File: src/rtl/seq_det_pkg.sv
// seq_det_pkg: shared limits, next-state table types and the elaboration-time
// KMP helpers used by seq_detector_param.
//   fail_len    : next match-progress index after (k matched bits, then b)
//   build_table : full {k, in} -> {hit, next k} table for a given pattern
package seq_det_pkg;

  localparam int unsigned PAT_W_MIN = 2;
  localparam int unsigned PAT_W_MAX = 16;
  localparam int unsigned CNT_W_MIN = 1;
  localparam int unsigned CNT_W_MAX = 32;

  // Widest progress index is $clog2(PAT_W_MAX+1); the table is sized for it.
  localparam int unsigned K_W_MAX   = 5;
  localparam int unsigned PAT_IDX_W = $clog2(PAT_W_MAX);
  localparam int unsigned TBL_IDX_W = K_W_MAX + 1;
  localparam int unsigned TBL_DEPTH = 2 ** TBL_IDX_W;

  typedef struct packed {
    logic               hit;
    logic [K_W_MAX-1:0] nxt;
  } ns_entry_t;

  typedef ns_entry_t [TBL_DEPTH-1:0] ns_table_t;

  // Longest prefix of the pattern that is a suffix of (first k pattern bits, b).
  // When k+1 == width the full pattern is excluded, giving the proper border.
  function automatic int fail_len(logic [PAT_W_MAX-1:0] pattern, int width,
                                  int k, logic b);
    int   lmax;
    int   p;
    logic ok;
    logic sb;
    lmax = (k + 1 < width) ? k + 1 : k;
    for (int l = lmax; l > 0; l--) begin
      ok = 1'b1;
      for (int j = 0; j < l; j++) begin
        p  = k + 1 - l + j;
        sb = (p < k) ? pattern[PAT_IDX_W'(width - 1 - p)] : b;
        if (sb != pattern[PAT_IDX_W'(width - 1 - j)]) ok = 1'b0;
      end
      if (ok) return l;
    end
    return 0;
  endfunction

  // Unreachable k rows stay zero: next k = 0, no hit.
  function automatic ns_table_t build_table(logic [PAT_W_MAX-1:0] pattern,
                                            int width, bit overlap);
    ns_table_t t;
    logic      hit;
    logic      bb;
    int        nxt;
    t = '0;
    for (int k = 0; k < width; k++) begin
      for (int b = 0; b < 2; b++) begin
        bb  = (b != 0);
        hit = (k == width - 1) && (bb == pattern[0]);
        nxt = (hit && !overlap) ? 0 : fail_len(pattern, width, k, bb);
        t[TBL_IDX_W'(2 * k + b)].hit = hit;
        t[TBL_IDX_W'(2 * k + b)].nxt = K_W_MAX'(nxt);
      end
    end
    return t;
  endfunction

endpackage

File: src/rtl/seq_det_sat_cnt.sv
// seq_det_sat_cnt: saturating up-counter.
//   clk, rstn : clock, async active-low reset
//   clr       : synchronous clear (priority over inc)
//   inc       : add one unless already all-ones
//   cnt       : current count
module seq_det_sat_cnt #(
  parameter int unsigned CNT_W = 8
) (
  input  logic             clk,
  input  logic             rstn,
  input  logic             clr,
  input  logic             inc,
  output logic [CNT_W-1:0] cnt
);

  always_ff @(posedge clk or negedge rstn) begin
    if (!rstn) begin
      cnt <= '0;
    end else if (clr) begin
      cnt <= '0;
    end else if (inc && (cnt != '1)) begin
      cnt <= cnt + CNT_W'(1);
    end
  end

endmodule

File: src/rtl/seq_detector_param.sv
// seq_detector_param: parametrised serial pattern detector with KMP fallback.
//   clk, rstn : clock, async active-low reset
//   clr       : sync clear of progress, counter and Moore output
//   in_valid  : qualifies in
//   in        : serial bit, PATTERN[PAT_W-1] expected first
//   out       : one-cycle match pulse (Mealy: same cycle, Moore: next cycle)
//   match_cnt : saturating match count
module seq_detector_param
  import seq_det_pkg::*;
#(
  parameter int unsigned PAT_W   = 4,
  parameter              PATTERN = 4'b1010,
  parameter bit          OVERLAP = 1'b0,
  parameter bit          MOORE   = 1'b0,
  parameter int unsigned CNT_W   = 8
) (
  input  logic             clk,
  input  logic             rstn,
  input  logic             clr,
  input  logic             in_valid,
  input  logic             in,
  output logic             out,
  output logic [CNT_W-1:0] match_cnt
);

  localparam int unsigned K_W = $clog2(PAT_W + 1);

  if (PAT_W < PAT_W_MIN || PAT_W > PAT_W_MAX) begin : g_bad_pat_w
    $error("seq_detector_param: PAT_W out of range");
  end
  if (CNT_W < CNT_W_MIN || CNT_W > CNT_W_MAX) begin : g_bad_cnt_w
    $error("seq_detector_param: CNT_W out of range");
  end
  if ($bits(PATTERN) < PAT_W) begin : g_bad_pattern
    $error("seq_detector_param: PATTERN narrower than PAT_W");
  end

  localparam ns_table_t NS_TABLE =
    build_table(PAT_W_MAX'(PATTERN), int'(PAT_W), OVERLAP);

  logic [K_W-1:0] k;
  ns_entry_t      ent_c;
  logic           hit_c;

  // Next-state and match lookup; hit is only meaningful for accepted bits.
  always_comb begin
    ent_c = NS_TABLE[{K_W_MAX'(k), in}];
    hit_c = in_valid & ~clr & ent_c.hit;
  end

  // Match-progress index; held while in_valid is low.
  always_ff @(posedge clk or negedge rstn) begin
    if (!rstn) begin
      k <= '0;
    end else if (clr) begin
      k <= '0;
    end else if (in_valid) begin
      k <= K_W'(ent_c.nxt);
    end
  end

  seq_det_sat_cnt #(
    .CNT_W(CNT_W)
  ) u_cnt (
    .clk (clk),
    .rstn(rstn),
    .clr (clr),
    .inc (hit_c),
    .cnt (match_cnt)
  );

  if (MOORE) begin : g_moore
    logic out_q;
    // hit_c is already low on clr or idle cycles, so the pulse self-clears.
    always_ff @(posedge clk or negedge rstn) begin
      if (!rstn) begin
        out_q <= 1'b0;
      end else begin
        out_q <= hit_c;
      end
    end
    assign out = out_q;
  end else begin : g_mealy
    assign out = hit_c;
  end

endmodule

File: config.mk
export PLATFORM = sky130hd
export DESIGN_NAME = seq_detector_param
export DESIGN_NICKNAME = d
export VERILOG_FILES = /design/src/rtl/seq_det_pkg.sv /design/src/rtl/seq_det_sat_cnt.sv /design/src/rtl/seq_detector_param.sv
export SDC_FILE = /design/constraint.sdc
export NUM_CORES = 1
export LEC_CHECK = 0
export CAP_MARGIN = 20
export CELL_PAD_IN_SITES_DETAIL_PLACEMENT = 1
export CELL_PAD_IN_SITES_GLOBAL_PLACEMENT = 1
export CORE_MARGIN = 10
export CORE_UTILIZATION = 40
export CTS_BUF_LIST = sky130_fd_sc_hd__clkbuf_4
export CTS_CLUSTER_SIZE = 24
export DETAILED_ROUTE_END_ITERATION = 7
export PLACE_DENSITY_LB_ADDON = 0.1
export SLEW_MARGIN = 25
export SYNTH_ARGS = -nofsm -noshare
export SYNTH_HDL_FRONTEND = slang
export SYNTH_SLANG_ARGS = --single-unit
File: constraint.sdc
create_clock -name clk -period 3.59 [get_ports clk]
set_input_delay 0.718 -clock clk [delete_from_list [all_inputs] [get_ports clk]]
set_output_delay 0.718 -clock clk [all_outputs]
set_load 0.03 [all_outputs]
# --- After elaboration in Yosys (flattened, before gate mapping) ---
# Memories as Yosys holds them, arrays and structs flattened.
# Cells that the tools add are included.
totals:
  register_bits: 11
  mem_bits_ro: 96
  inputBits: 5
  out_inout_bits: 9
  wordCells: 17
  mem_count: 1
op_classes:
  n_addsub: 1
  n_lt_le_gt_ge: 1
  n_eq_ne: 1
  muxes: 5
  bitwise: 3
  reduce_logical: 3
mem_list:
  columns: ["memory", "words", "word_bits", "read_ports", "rd_clocked_by_memory_dff", "write_ports", "line", "rtl"]
  rows:
  - ["(no name shown)", 16, 6, 1, 0, 0, "seq_detector_param.sv:47", "ent_c = NS_TABLE[{K_W_MAX'(k), in}];"]
op_table:
  columns: ["op", "count"]
  rows:
  - ["8-bit two-way mux", 2]
  - ["8-bit by 1-bit adder with 8-bit output, second input constant", 1]
  - ["8-bit != test, second input constant", 1]
  - ["4-bit by 7-bit < comparator with 1-bit output, second input constant", 1]
  - ["3-bit two-way mux", 2]
  - ["6-bit two-way mux", 1]
  - ["2-bit nonzero test", 2]
  - ["1-bit AND", 2]
  - ["1-bit logical AND", 1]
  - ["1-bit NOT", 1]

# --- Logic depth before layout (Yosys ltp) ---
depth:
  ltp_word: 6
  ltp_mapped: 5
  ltp_nobuf: 5

# --- Hierarchy ---
# From an unflattened synthesis, not the netlist that was laid out.
hier_totals:
  cells_unflattened: 59
  hier_area_um2: 585.6
modules_own_cells:
  columns: ["mod", "instances", "cells_per_inst", "area_per_inst_um2", "seq_area_each_um2"]
  rows:
  - ["seq_det_sat_cnt", 1, 49, 464.2, 200.2]
  - ["seq_detector_param", 1, 10, 121.4, 50.0]

# --- Worst setup path after synthesis ---
# OpenSTA, ideal clock, no wires.
synth_path:
  kind: "input to output"
  startpoint: "input port in"
  endpoint: "output port out"
  t_arrival_ns: 1.300
  t_required_ns: 2.872
  setup_slack_ns: 1.572
  path_stages: 2
  path_cell_list: "nand3b_1 nor2_1"
synth_between:
  elab_chain_len: 3
synth_rtl:
  columns: ["element", "line", "rtl"]
  rows:
  - ["from (decl)", "seq_detector_param.sv:21", "input logic in,"]
  - ["memory 16 x 6 bit", null, null]
  - ["6-bit two-way mux (not written as such)", "seq_detector_param.sv:47", null]
  - ["1-bit AND", "seq_detector_param.sv:48", "hit_c = in_valid & ~clr & ent_c.hit;"]
  - ["to (decl)", "seq_detector_param.sv:22", "output logic out,"]
# Every way passes these cells. The select of a mux whose other input is x is not followed.

# --- Worst setup path after layout ---
layout_path:
  startpoint: "input port in_valid"
  endpoint: "output port out"
layout_between:
  elab_chain_len: 2
layout_rtl:
  columns: ["element", "line", "rtl"]
  rows:
  - ["from (decl)", "seq_detector_param.sv:20", "input logic in_valid,"]
  - ["1-bit AND (2 in series)", "seq_detector_param.sv:48", null]
# Every way passes these cells.

==> impl_metrics.sql <==
INSERT INTO impl_metrics (metric_group, metric, value, unit) VALUES
('power_and_ir_drop', 'p_leak', '0.000280', 'uW'),
('timing', 'final-hold-violation-count', '0', ''),
('layout', 'fill_cells', '149', ''),
('drt', 'first_iter_violations', '7', ''),
('synthesis', 'postSynthAreaPerCell', '10.2', 'um2'),
('placed_design', 'place_congestion', '0.697', ''),
('synthesis', 'synth_top_cells_by_area', 'dfrtp_1 (44%), mux2i_1 (5.3%), nor2_1 (4.6%), o211ai_4 (3.7%), a21oi_1 (3.5%)', ''),
('die', 'core_outline_area', '1320', 'um2'),
('synthesis', 'synth_sequential_area_ratio', '0.439', ''),
('power_and_ir_drop', 'power_density', '284', 'nW/um2'),
('layout', 'final_layout_size_suffix_gt1_frac', '0.123', ''),
('synthesis', 'mappedNetlistNets', '62', ''),
('synthesis', 'post-synth-top-area-cell', 'dfrtp_1', ''),
('drt', 'drc_errors', '0', ''),
('worst_hold_path', 'min_delay_path_depth', '1', ''),
('layout', 'commonest_non_fill_non_tap_cell_in_the_layout', 'clkdlybuf4s50_1', ''),
('worst_setup_path', 'count_of_cells_along_the_worst_register_to_register_path', '5', ''),
('layout', 'multiInputGateArea', '309', 'um2'),
('run_status', 'status', 'finished, final reports clean', ''),
('drt', 'via_count', '517', ''),
('timing', 'slew_headroom', '0.676', ''),
('timing', 'max_freq', '344', 'MHz'),
('clock_tree', 'clock_latency_on_the_worst_skew_pair', '0.27', 'ns'),
('worst_setup_path', 'worst_path_most_repeated_cell', 'clkdlybuf4s50_1', ''),
('drt', 'drt-total-wl', '1560', 'um'),
('global_routing', 'grt_max_degree', '12', ''),
('timing', 'post-route-min-period', '2.91', 'ns'),
('die', 'die_w', '57.8', 'um'),
('worst_setup_path', 'start_kind', 'input port', ''),
('worst_setup_path', 'cpPeakStageDelay', '0.69', 'ns'),
('timing', 'worst_clock_skew_on_the_final_layout', '0.00625', 'ns'),
('global_routing', 'overflow', '0', ''),
('layout', 'final_design_area_no_fill', '749', 'um2'),
('synthesis', 'synth.lib_cells_used.distinct', '28', ''),
('worst_hold_path', 'worst_hold_startpoint', 'k[1]', ''),
('die', 'design.die.area', '3340', 'um2'),
('synthesis', 'yosys_warnings', '0', ''),
('worst_setup_path', 'worst_ep_required_time', '2.87', 'ns'),
('worst_setup_path', 'r2r_setup_slack', '1.91', 'ns'),
('die', 'y_dimension_of_the_die', '57.8', 'um'),
('clock_tree', 'clock_tree_from_tritoncts', 'built', ''),
('worst_hold_path', 'worstHoldEndpoint', 'k[1]', ''),
('power_and_ir_drop', 'largest_vdd_supply_drop', '0.158', 'mV'),
('drt', 'routed_via_density', '5.88', ''),
('layout', 'antenna_cells_inserted', '0', ''),
('clock_tree', 'clock-root-buffer', 'clkbuf_4', ''),
('placed_design', 'place_area', '723', 'um2'),
('die', 'floorplan.rows', '13', ''),
('placed_design', 'post-dp-hpwl', '1150', 'um'),
('worst_setup_path', 'arrival', '2.19', 'ns'),
('timing', 'drv_slew', '0', ''),
('synthesis', 'yosys_register_bits', '10', ''),
('timing', 'fin_setup_tns', '0', 'ns'),
('worst_setup_path', 'timing.setup.critical_path_class', 'input port to output pin', ''),
('global_routing', 'grt_first_pass_wirelength', '2700', 'um'),
('drt', 'dr.pass1.iters', '4', ''),
('die', 'pin_count', '14', ''),
('clock_tree', 'cts_buffers', '3', ''),
('worst_setup_path', 'critPathMaxFanout', '4', ''),
('worst_setup_path', 'critPathTopFamily', 'buffers and inverters', ''),
('timing', 'rsz0062_at_grt', 'no', ''),
('clock_tree', 'cts_setup_buffers', '0', ''),
('layout', 'layout_common_cells', 'clkdlybuf4s50_1 (13), dfrtp_1 (10), nor2_1 (7)', ''),
('clock_tree', 'post_cts.resized_instances', '0', ''),
('worst_setup_path', 'critPathBufInv', '2', ''),
('timing', 'timing.final.crit_share', '0.811', ''),
('layout', 'final_cells', '88', ''),
('timing', 'tightestPinTransition', '0.485', 'ns'),
('clock_tree', 'cts_buffer_depth', '2', ''),
('clock_tree', 'ctsHoldBuffers', '0', ''),
('global_routing', 'grt_util_all_layers', '0.0996', '');
-- routing by layer --
layer / part of all wire / global-route usage / routed length, um / vias up
met5: 0 / 0 / 0 / -
met1: 0.41 / 0.104 / 644 / 250
met3: 0.10 / 0.0566 / 158 / 4
li1: - / - / - / 243
met2: 0.47 / 0.161 / 734 / 20
met4: 0.013 / 0.0403 / 21 / 0
-- cell families (layout without fill, tap and decap cells) --
group | after synthesis | after routing | synth area share
mux | 3 | 3 | 0.0526
simple gates | 26 | 26 | 0.287
xor+xnor | 1 | 1 | 0.0154
fa+ha+maj | 1 | 1 | 0.0219
compound gates | 12 | 12 | 0.164
buf+inv | 3 | 20 | 0.0197
flops | 10 | 10 | 0.439
-- sequential cells by signal (all words and copies together), names as in the netlist --
| signal | flops |
|---|---|
| u_cnt.cnt | 8 |
| k | 2 |
-- stage by stage --
step | power (uW) | hold WS (ns) | worst slack [ns] | utilization
global route | 223 | 0.554 | 0.643 | 0.569
detailed placement | 132 | 0.521 | 0.687 | 0.549
finish | 213 | 0.527 | 0.680 | 0.569
global placement | 132 | 0.533 | 0.719 | 0.549
CTS | 215 | 0.530 | 0.671 | 0.569
floorplan | 122 | 0.422 | 1.57 | -
-- report_power, final --
group	switching (uW)	internal, uW
Combinational	7.41	7.49
Sequential	0.925	114
Clock	43.6	40.2
-- worst max path at each step --
stage / end / cells after the start / start
floorplan: out / 2 / in
detailed placement: out / 4 / in_valid
global route: out / 4 / in_valid
finish: out / 4 / in_valid
CTS: out / 4 / in_valid
global placement: out / 4 / in_valid
-- cells in the mapped netlist --
| cell type | count |
|---|---|
| nor4_1 | 1 |
| o41ai_1 | 1 |
| dfrtp_1 | 10 |
| nand2_1 | 4 |
| nand3_2 | 1 |
| a211oi_1 | 2 |
| a311oi_1 | 1 |
| nand3_4 | 1 |
| and2b_4 | 1 |
| o31ai_1 | 2 |
| a21oi_1 | 4 |
| clkbuf_1 | 1 |
| nand3b_1 | 1 |
| mux2i_1 | 3 |
| and3_1 | 1 |
| or3_1 | 2 |
| or2b_1 | 1 |
| or4_1 | 2 |
| nor2_1 | 7 |
| inv_1 | 2 |
| nand2b_1 | 1 |
| and3b_4 | 1 |
| xor2_1 | 1 |
| ha_1 | 1 |
| nand4_1 | 1 |
| o21ai_0 | 1 |
| nand3_1 | 1 |
| o211ai_4 | 1 |
-- layout make-up --
type | count | area share
Inverter | 2 | 0.0100
Sequential cell | 10 | 0.334
Tap cell | 15 | 0.0250
Clock inverter | 1 | 0.00501
Clock buffer | 3 | 0.0301
Timing Repair Buffer | 14 | 0.184
Multi-Input combinational cell | 43 | 0.412
Note: power is estimated with default switching activity, not from simulation.
==> edit (config.mk and constraints unchanged) <==
`CNT_W` is set to 8 in 2 places; all go to 12.
--- a/src/rtl/seq_det_sat_cnt.sv
+++ b/src/rtl/seq_det_sat_cnt.sv
@@ -5,5 +5,5 @@
 //   cnt       : current count
 module seq_det_sat_cnt #(
-  parameter int unsigned CNT_W = 8
+  parameter int unsigned CNT_W = 12
 ) (
   input  logic             clk,
--- a/src/rtl/seq_detector_param.sv
+++ b/src/rtl/seq_detector_param.sv
@@ -13,5 +13,5 @@
   parameter bit          OVERLAP = 1'b0,
   parameter bit          MOORE   = 1'b0,
-  parameter int unsigned CNT_W   = 8
+  parameter int unsigned CNT_W   = 12
 ) (
   input  logic             clk,
Ports: changed (resized match_cnt); port bits go from 14 to 18. The function was not compared with the original's and may differ.
==> edit against the original RTL <==
Power up 22%. Setup slack worse by 0.12 ns. Cell count up 49%. Non-clock buffer count up 6. Routed wire length up 34%. Critical path type unchanged. Area after synthesis up 39%. Design area up 37%. Sequential cell count up 4. Clock power up 1%.
==> edit: results (changes against the original RTL) <==
- Status: finished, final reports clean (unchanged)
- P_leak: 0.3996 nW (was 0.2796 nW)
- Vias in the first global route: 786 (was 600)
- Synth top area cells: dfrtp_1 (44%), o31ai_1 (4.7%), or4_1 (4.7%) (was dfrtp_1 (44%), mux2i_1 (5.3%), nor2_1 (4.6%))
- Overall routed net length: 2.081 mm (was 1.558 mm)
- Peak supply drop: 0.0002172 V (was 0.0001581 V)
- Most frequent cells after synthesis: dfrtp_1 (14), a21oi_1 (7), nor2_1 (7) (was dfrtp_1 (10), nor2_1 (7), a21oi_1 (4), nand2_1 (4), mux2i_1 (3))
- Vias/cell: 5.550 (was 5.875)
- Worst Tran Pin Value: 0.6600 ns (was 0.4849 ns)
- RD Place Congestion: 0.7694 (was 0.6965)
- First DRT Iteration DRCs: 9 (was 7)
- Non-clock buffer share: 18.78% (was 18.36%)
- WHS: 0.4957 ns (was 0.5274 ns)
- Register area: 350.3 um2 (was 250.2 um2)
- DP Area: 1003 um2 (was 723.2 um2)
- DPL Wire Length: 1.553 mm (was 1.146 mm)
- Clock Skew: 0.003892 ns (was 0.006249 ns)
- Biggest regs: u_cnt.cnt (12), k (2) (was u_cnt.cnt (8), k (2))
- DR WL/cell: 15.89 um (was 17.70 um)
- Layout cells sized above 1: 10.58% (was 12.33%)
- Synth Cell Area: 793.3 um2 (was 570.5 um2)
- Sink Count: 14 (was 10)
- Global-route wire length before repair: 3.650 mm (was 2.697 mm)
- Inverter count: 4 (was 2)
- Placed insts: 128 (was 84)
- Non-clock buffers: 20 (was 14)
- GR Layer Usage met2: 18.23% (was 16.10%)
- Fillers: 229 (was 149)
edit: cell count changes after synthesis, sizes merged, moves of 3 or more:
cell   unedited run  this run
a21oi             4         7
dfrtp            10        14
o31ai             2         5
or4               2         5
edit: power by group through the flow:
stage	Combinational [W]	Sequential [W]	Clock [W]
final	0.0000156	0.000159	0.0000848
after CTS	0.0000162	0.000159	0.0000902
after global placement	0.0000159	0.000162	0
after detailed placement	0.0000162	0.000162	0
after floorplan	0.00000511	0.000162	0
after global routing	0.0000178	0.000159	0.0000970
edit: routing by layer:
layer	vias up	part of all wire, %
met2	12	48
met3	2	6.3
met4	0	0.62
met1	349	45
li1	364	-
met5	-	0
edit: cell families after synthesis:
group	synth area share (%)
DFF	44.16
AOI/OAI and AO/OA	17.98
and+or+nand+nor	28.24
muxes	4.101
adders and majority gates	1.577
buffers and inverters	3.942
